`config.mk`:
```
export PLATFORM = sky130hd
export DESIGN_NAME = shared_ram_arbiter
export DESIGN_NICKNAME = d
export VERILOG_FILES = /design/src/rtl/shared_ram_arbiter.sv
export SDC_FILE = /design/constraint.sdc
export NUM_CORES = 1
export LEC_CHECK = 0
export CAP_MARGIN = 20
export CORE_ASPECT_RATIO = 0.75
export CORE_MARGIN = 2
export CORE_UTILIZATION = 42
export DETAILED_ROUTE_END_ITERATION = 10
export GPL_ROUTABILITY_DRIVEN = 0
export PLACE_DENSITY = 0.88
export REMOVE_ABC_BUFFERS = 1
export SLEW_MARGIN = 20
export SYNTH_ARGS = -nofsm -noshare
export SYNTH_HDL_FRONTEND = slang
export SYNTH_SLANG_ARGS = --single-unit
```
`constraint.sdc`:
```
create_clock -name clk_i -period 2.2 [get_ports clk_i]
set_input_delay 0.44 -clock clk_i [delete_from_list [all_inputs] [get_ports clk_i]]
set_output_delay 0.44 -clock clk_i [all_outputs]
set_load 0.03 [all_outputs]
```
`src/rtl/shared_ram_arbiter.sv`:
```
// Two-port arbiter/sequencer for one single-port "no change" RAM with a 1-cycle registered read.
// Issues at most one access per cycle and routes read data back to the issuing port.
module shared_ram_arbiter #(
  parameter int unsigned DATA_WIDTH = 8,
  parameter int unsigned RAM_DEPTH  = 2048,
  parameter string       ARB_MODE   = "ROUND_ROBIN",
  localparam int unsigned AW        = $clog2(RAM_DEPTH)
) (
  input  logic                  clk_i,
  input  logic                  rst_i,
  input  logic                  req0_i,
  input  logic                  we0_i,
  input  logic [AW-1:0]         addr0_i,
  input  logic [DATA_WIDTH-1:0] wdata0_i,
  input  logic                  req1_i,
  input  logic                  we1_i,
  input  logic [AW-1:0]         addr1_i,
  input  logic [DATA_WIDTH-1:0] wdata1_i,
  output logic                  gnt0_o,
  output logic                  gnt1_o,
  output logic                  rvalid0_o,
  output logic                  rvalid1_o,
  output logic [DATA_WIDTH-1:0] rdata0_o,
  output logic [DATA_WIDTH-1:0] rdata1_o,
  output logic [AW-1:0]         ram_addr_o,
  output logic                  ram_rd_o,
  output logic                  ram_wr_o,
  output logic [DATA_WIDTH-1:0] ram_din_o,
  input  logic [DATA_WIDTH-1:0] ram_dout_i
);

  localparam bit FixedMode = (ARB_MODE == "FIXED");

  logic                  last_q;
  logic                  sel1;
  logic                  grant;
  logic                  gnt_we;
  logic [AW-1:0]         gnt_addr;
  logic [DATA_WIDTH-1:0] gnt_wdata;

  logic                  ram_rd_q, ram_wr_q;
  logic [AW-1:0]         ram_addr_q;
  logic [DATA_WIDTH-1:0] ram_din_q;

  // Read tags: stage 1 tracks the RAM command cycle, stage 2 the RAM data cycle.
  logic                  tag1_valid_q, tag1_port_q;
  logic                  tag2_valid_q, tag2_port_q;

  logic                  rvalid0_q, rvalid1_q;
  logic [DATA_WIDTH-1:0] rdata0_q, rdata1_q;

  always_comb begin
    // Port 1 wins when alone, or on a round-robin conflict where port 0 went last.
    sel1      = req1_i & (~req0_i | (~FixedMode & ~last_q));
    gnt1_o    = sel1;
    gnt0_o    = req0_i & ~sel1;
    grant     = gnt0_o | gnt1_o;
    gnt_we    = sel1 ? we1_i    : we0_i;
    gnt_addr  = sel1 ? addr1_i  : addr0_i;
    gnt_wdata = sel1 ? wdata1_i : wdata0_i;
  end

  always_ff @(posedge clk_i or posedge rst_i) begin
    if (rst_i) begin
      last_q       <= 1'b1;
      ram_rd_q     <= 1'b0;
      ram_wr_q     <= 1'b0;
      ram_addr_q   <= '0;
      ram_din_q    <= '0;
      tag1_valid_q <= 1'b0;
      tag1_port_q  <= 1'b0;
      tag2_valid_q <= 1'b0;
      tag2_port_q  <= 1'b0;
      rvalid0_q    <= 1'b0;
      rvalid1_q    <= 1'b0;
      rdata0_q     <= '0;
      rdata1_q     <= '0;
    end else begin
      ram_rd_q <= grant & ~gnt_we;
      ram_wr_q <= grant & gnt_we;
      if (grant) begin
        last_q     <= sel1;
        ram_addr_q <= gnt_addr;
        if (gnt_we) begin
          ram_din_q <= gnt_wdata;
        end
      end
      tag1_valid_q <= grant & ~gnt_we;
      tag1_port_q  <= sel1;
      tag2_valid_q <= tag1_valid_q;
      tag2_port_q  <= tag1_port_q;
      rvalid0_q    <= tag2_valid_q & ~tag2_port_q;
      rvalid1_q    <= tag2_valid_q & tag2_port_q;
      if (tag2_valid_q && !tag2_port_q) begin
        rdata0_q <= ram_dout_i;
      end
      if (tag2_valid_q && tag2_port_q) begin
        rdata1_q <= ram_dout_i;
      end
    end
  end

  assign ram_rd_o   = ram_rd_q;
  assign ram_wr_o   = ram_wr_q;
  assign ram_addr_o = ram_addr_q;
  assign ram_din_o  = ram_din_q;
  assign rvalid0_o  = rvalid0_q;
  assign rvalid1_o  = rvalid1_q;
  assign rdata0_o   = rdata0_q;
  assign rdata1_o   = rdata1_q;

endmodule

```
==> results.yml <==
clock_tree:
  post-cts-setup-buffers: 0
  clk_pin_slew_ns: 0.08
  htreeDepth: 2
  cts.sinks: 43
  clockBufferDepth: 2
  cts_hold_buf: 0
  cts_buffers: 5
  clock_latency_ns: 0.29
  root_buffer: "clkbuf_8"
  cts_tree: "done"
  post_cts_resized: 0
drt:
  dr.pass1.iters: 4
  vias: 1339
  finalWirelength_um: 4080
  antenna_left: 0
  wl_per_cell_um: 14.5
  drc: 0
  drt-initial-drc-count: 67
  viasPerCell: 4.77
global_route:
  grt_pass1_vias: 1388
  antenna_found_initial: 0
  grt_pass1_wl_um: 6380
  grt_max_degree: 44
  overflow: 0
  grt_usage: 0.180
timing:
  hold_ws_ns: 0.349
  slew_headroom: 0.611
  slew_viol_final: 0
  setup_viol: 0
  fmax_mhz: 483
  hold_viol: 0
  rsz0062_at_grt: "false"
  timing.final.crit_share: 0.942
  fin_crit_ns: 2.07
  fin_ws_ns: 0.128
  tightest_slew_ns: 0.583
  fin_skew_ns: 0.00424
setup_path:
  crit_slowest_cell: "clkdlybuf4s50_1"
  r2r_end: "ram_din_o[2]"
  critPathArrivalTime_ns: 1.63
  path_class: "primary input to primary output"
  cp-start-kind: "primary input"
  critPathMaxFanout: 18
  path_cells: "clkdlybuf4s50_1, a21boi_4, buf_4, buf_4"
  crit_path_frequent_cell: "buf_4"
  r2r-start: "last_q"
  max_stage_delay_ns: 0.51
  reg2reg_slack_ns: 0.49
  end_kind: "primary output"
  crit_required_ns: 1.76
  r2r_cells: 3
final_layout:
  diodes: 0
  final_common_cell: "clkdlybuf4s50_1"
  fillCellCount: 310
  nets: 277
  drive_above_1_share: 0.212
  final_cell_mix: "clkdlybuf4s50_1, dfrtp_1, mux2_2"
  design_area_um2: 2890
  area_delta_synth_final_pct: 58.5
min_path:
  min_path_type: "flop to flop"
  hold_path_depth: 0
  holdPathEnd: "tag2_port_q"
  worstHoldStart: "tag1_port_q"
power_and_ir_drop:
  ir_worst_vdd_mv: 0.399
  switching_power_w: 0.000811
  cellPowerDensity_nw_per_um2: 850
  internal_power_w: 0.00165
  switching_share: 0.330
  p_leak_nw: 1.26
  pwr-share-comb: 0.394
  clkPwrFrac: 0.190
  finalPower_w: 0.00246
  seqPwrFrac: 0.416
job:
  maxCapViolCount: 0
place:
  dpl_cell_area_um2: 2810
  hpwl_um: 3220
  port_buffers: 92
  dp_slack_ns: -0.0163
die:
  coreArea_um2: 4100
  rows: 20
  start_util: 0.445
  die_width_um: 80.1
  io_pins: 93
  dieArea_um2: 4900
  fp.dieH_um: 61.1
logic_synthesis:
  ys_seq_elements: 43
  syn-instance-count: 128
  avgSynthCellArea_um2: 14.3
  synth_cell_types: 15
  ys_seq_area_frac: 0.590
  synth.yosys.warnings: 0
  synth_area_um2: 1830
run_status:
  outcome: "completed"
[Yosys cell counts]
cell | number | area share
mux2_2 | 21 | 0.13
buf_6 | 3 | 0.019
a21boi_4 | 1 | 0.010
nor2b_1 | 1 | 0.0034
dfrtp_1 | 42 | 0.58
dfstp_2 | 1 | 0.014
clkbuf_1 | 1 | 0.0021
nand2_1 | 12 | 0.025
mux2_4 | 11 | 0.090
mux2i_1 | 12 | 0.066
inv_1 | 4 | 0.0082
buf_2 | 3 | 0.0082
o21ai_0 | 12 | 0.033
a32o_1 | 1 | 0.0055
nand2b_1 | 3 | 0.010
[registers in the layout, summed over array words and instances (netlist names)]
name          cells
ram_din_o         8
last_q            1
ram_wr_o          1
rvalid1_o         1
rdata1_o          8
rvalid0_o         1
ram_addr_o       11
tag2_valid_q      1
tag1_valid_q      1
tag1_port_q       1
tag2_port_q       1
rdata0_o          8
[worst max-delay path, delay by kind of cell]
kind / cells / cell delay, ns
buffers and inverters: 3 / 0.95
AO/OA/AOI/OAI: 1 / 0.23
[power by group through the flow]
stage	combinational, W	sequential (W)	clock, W
after CTS	0.000979	0.00103	0.000488
final	0.000968	0.00102	0.000468
after floorplan	0.000230	0.00132	0
after global placement	0.000960	0.00103	0
after detailed placement	0.000980	0.00104	0
after global routing	0.00102	0.00104	0.000521
[metal layers]
metal  GRT usage  share of wire  vias up
met5           0              0        -
met4      0.0823          0.018        0
met3      0.0469          0.068        7
met2       0.324           0.50       61
met1       0.206           0.41      637
li1            -              -      634
[how the worst max path moves through the flow]
stage / startpoint / end / cells after the start
floorplan: req1_i / ram_din_o[0] / 3
global placement: req0_i / ram_din_o[6] / 4
detailed placement: req0_i / ram_din_o[0] / 4
CTS: req0_i / gnt1_o / 4
global route: req0_i / gnt1_o / 4
finish: req0_i / gnt1_o / 4
[stage by stage]
step           utilization  TNS [ns]  instances
2_1_floorplan            -         0        121
3_3_place_gp         0.684         0        273
3_5_place_dp         0.684   -0.0983        273
4_1_cts              0.705         0        281
5_1_grt              0.705         0        281
6_report             0.705         0        281
[final cells by class]
type                       count  area, µm²  share of cell area
inverter                       4       15.0             0.00519
tap                           55       68.8              0.0238
sequential                    43       1080               0.372
clock inverter                 2       12.5             0.00433
timing repair buffer          97        966               0.334
multi-input combinational     74        681               0.235
clock buffer                   6       72.6              0.0251
[logic make-up after synthesis]
family	share of synthesized area
muxes	0.286
DFF	0.590
and+or+nand+nor	0.0384
AOI/OAI and AO/OA	0.0487
buffers and inverters	0.0370
(Power assumes the default switching activity.)
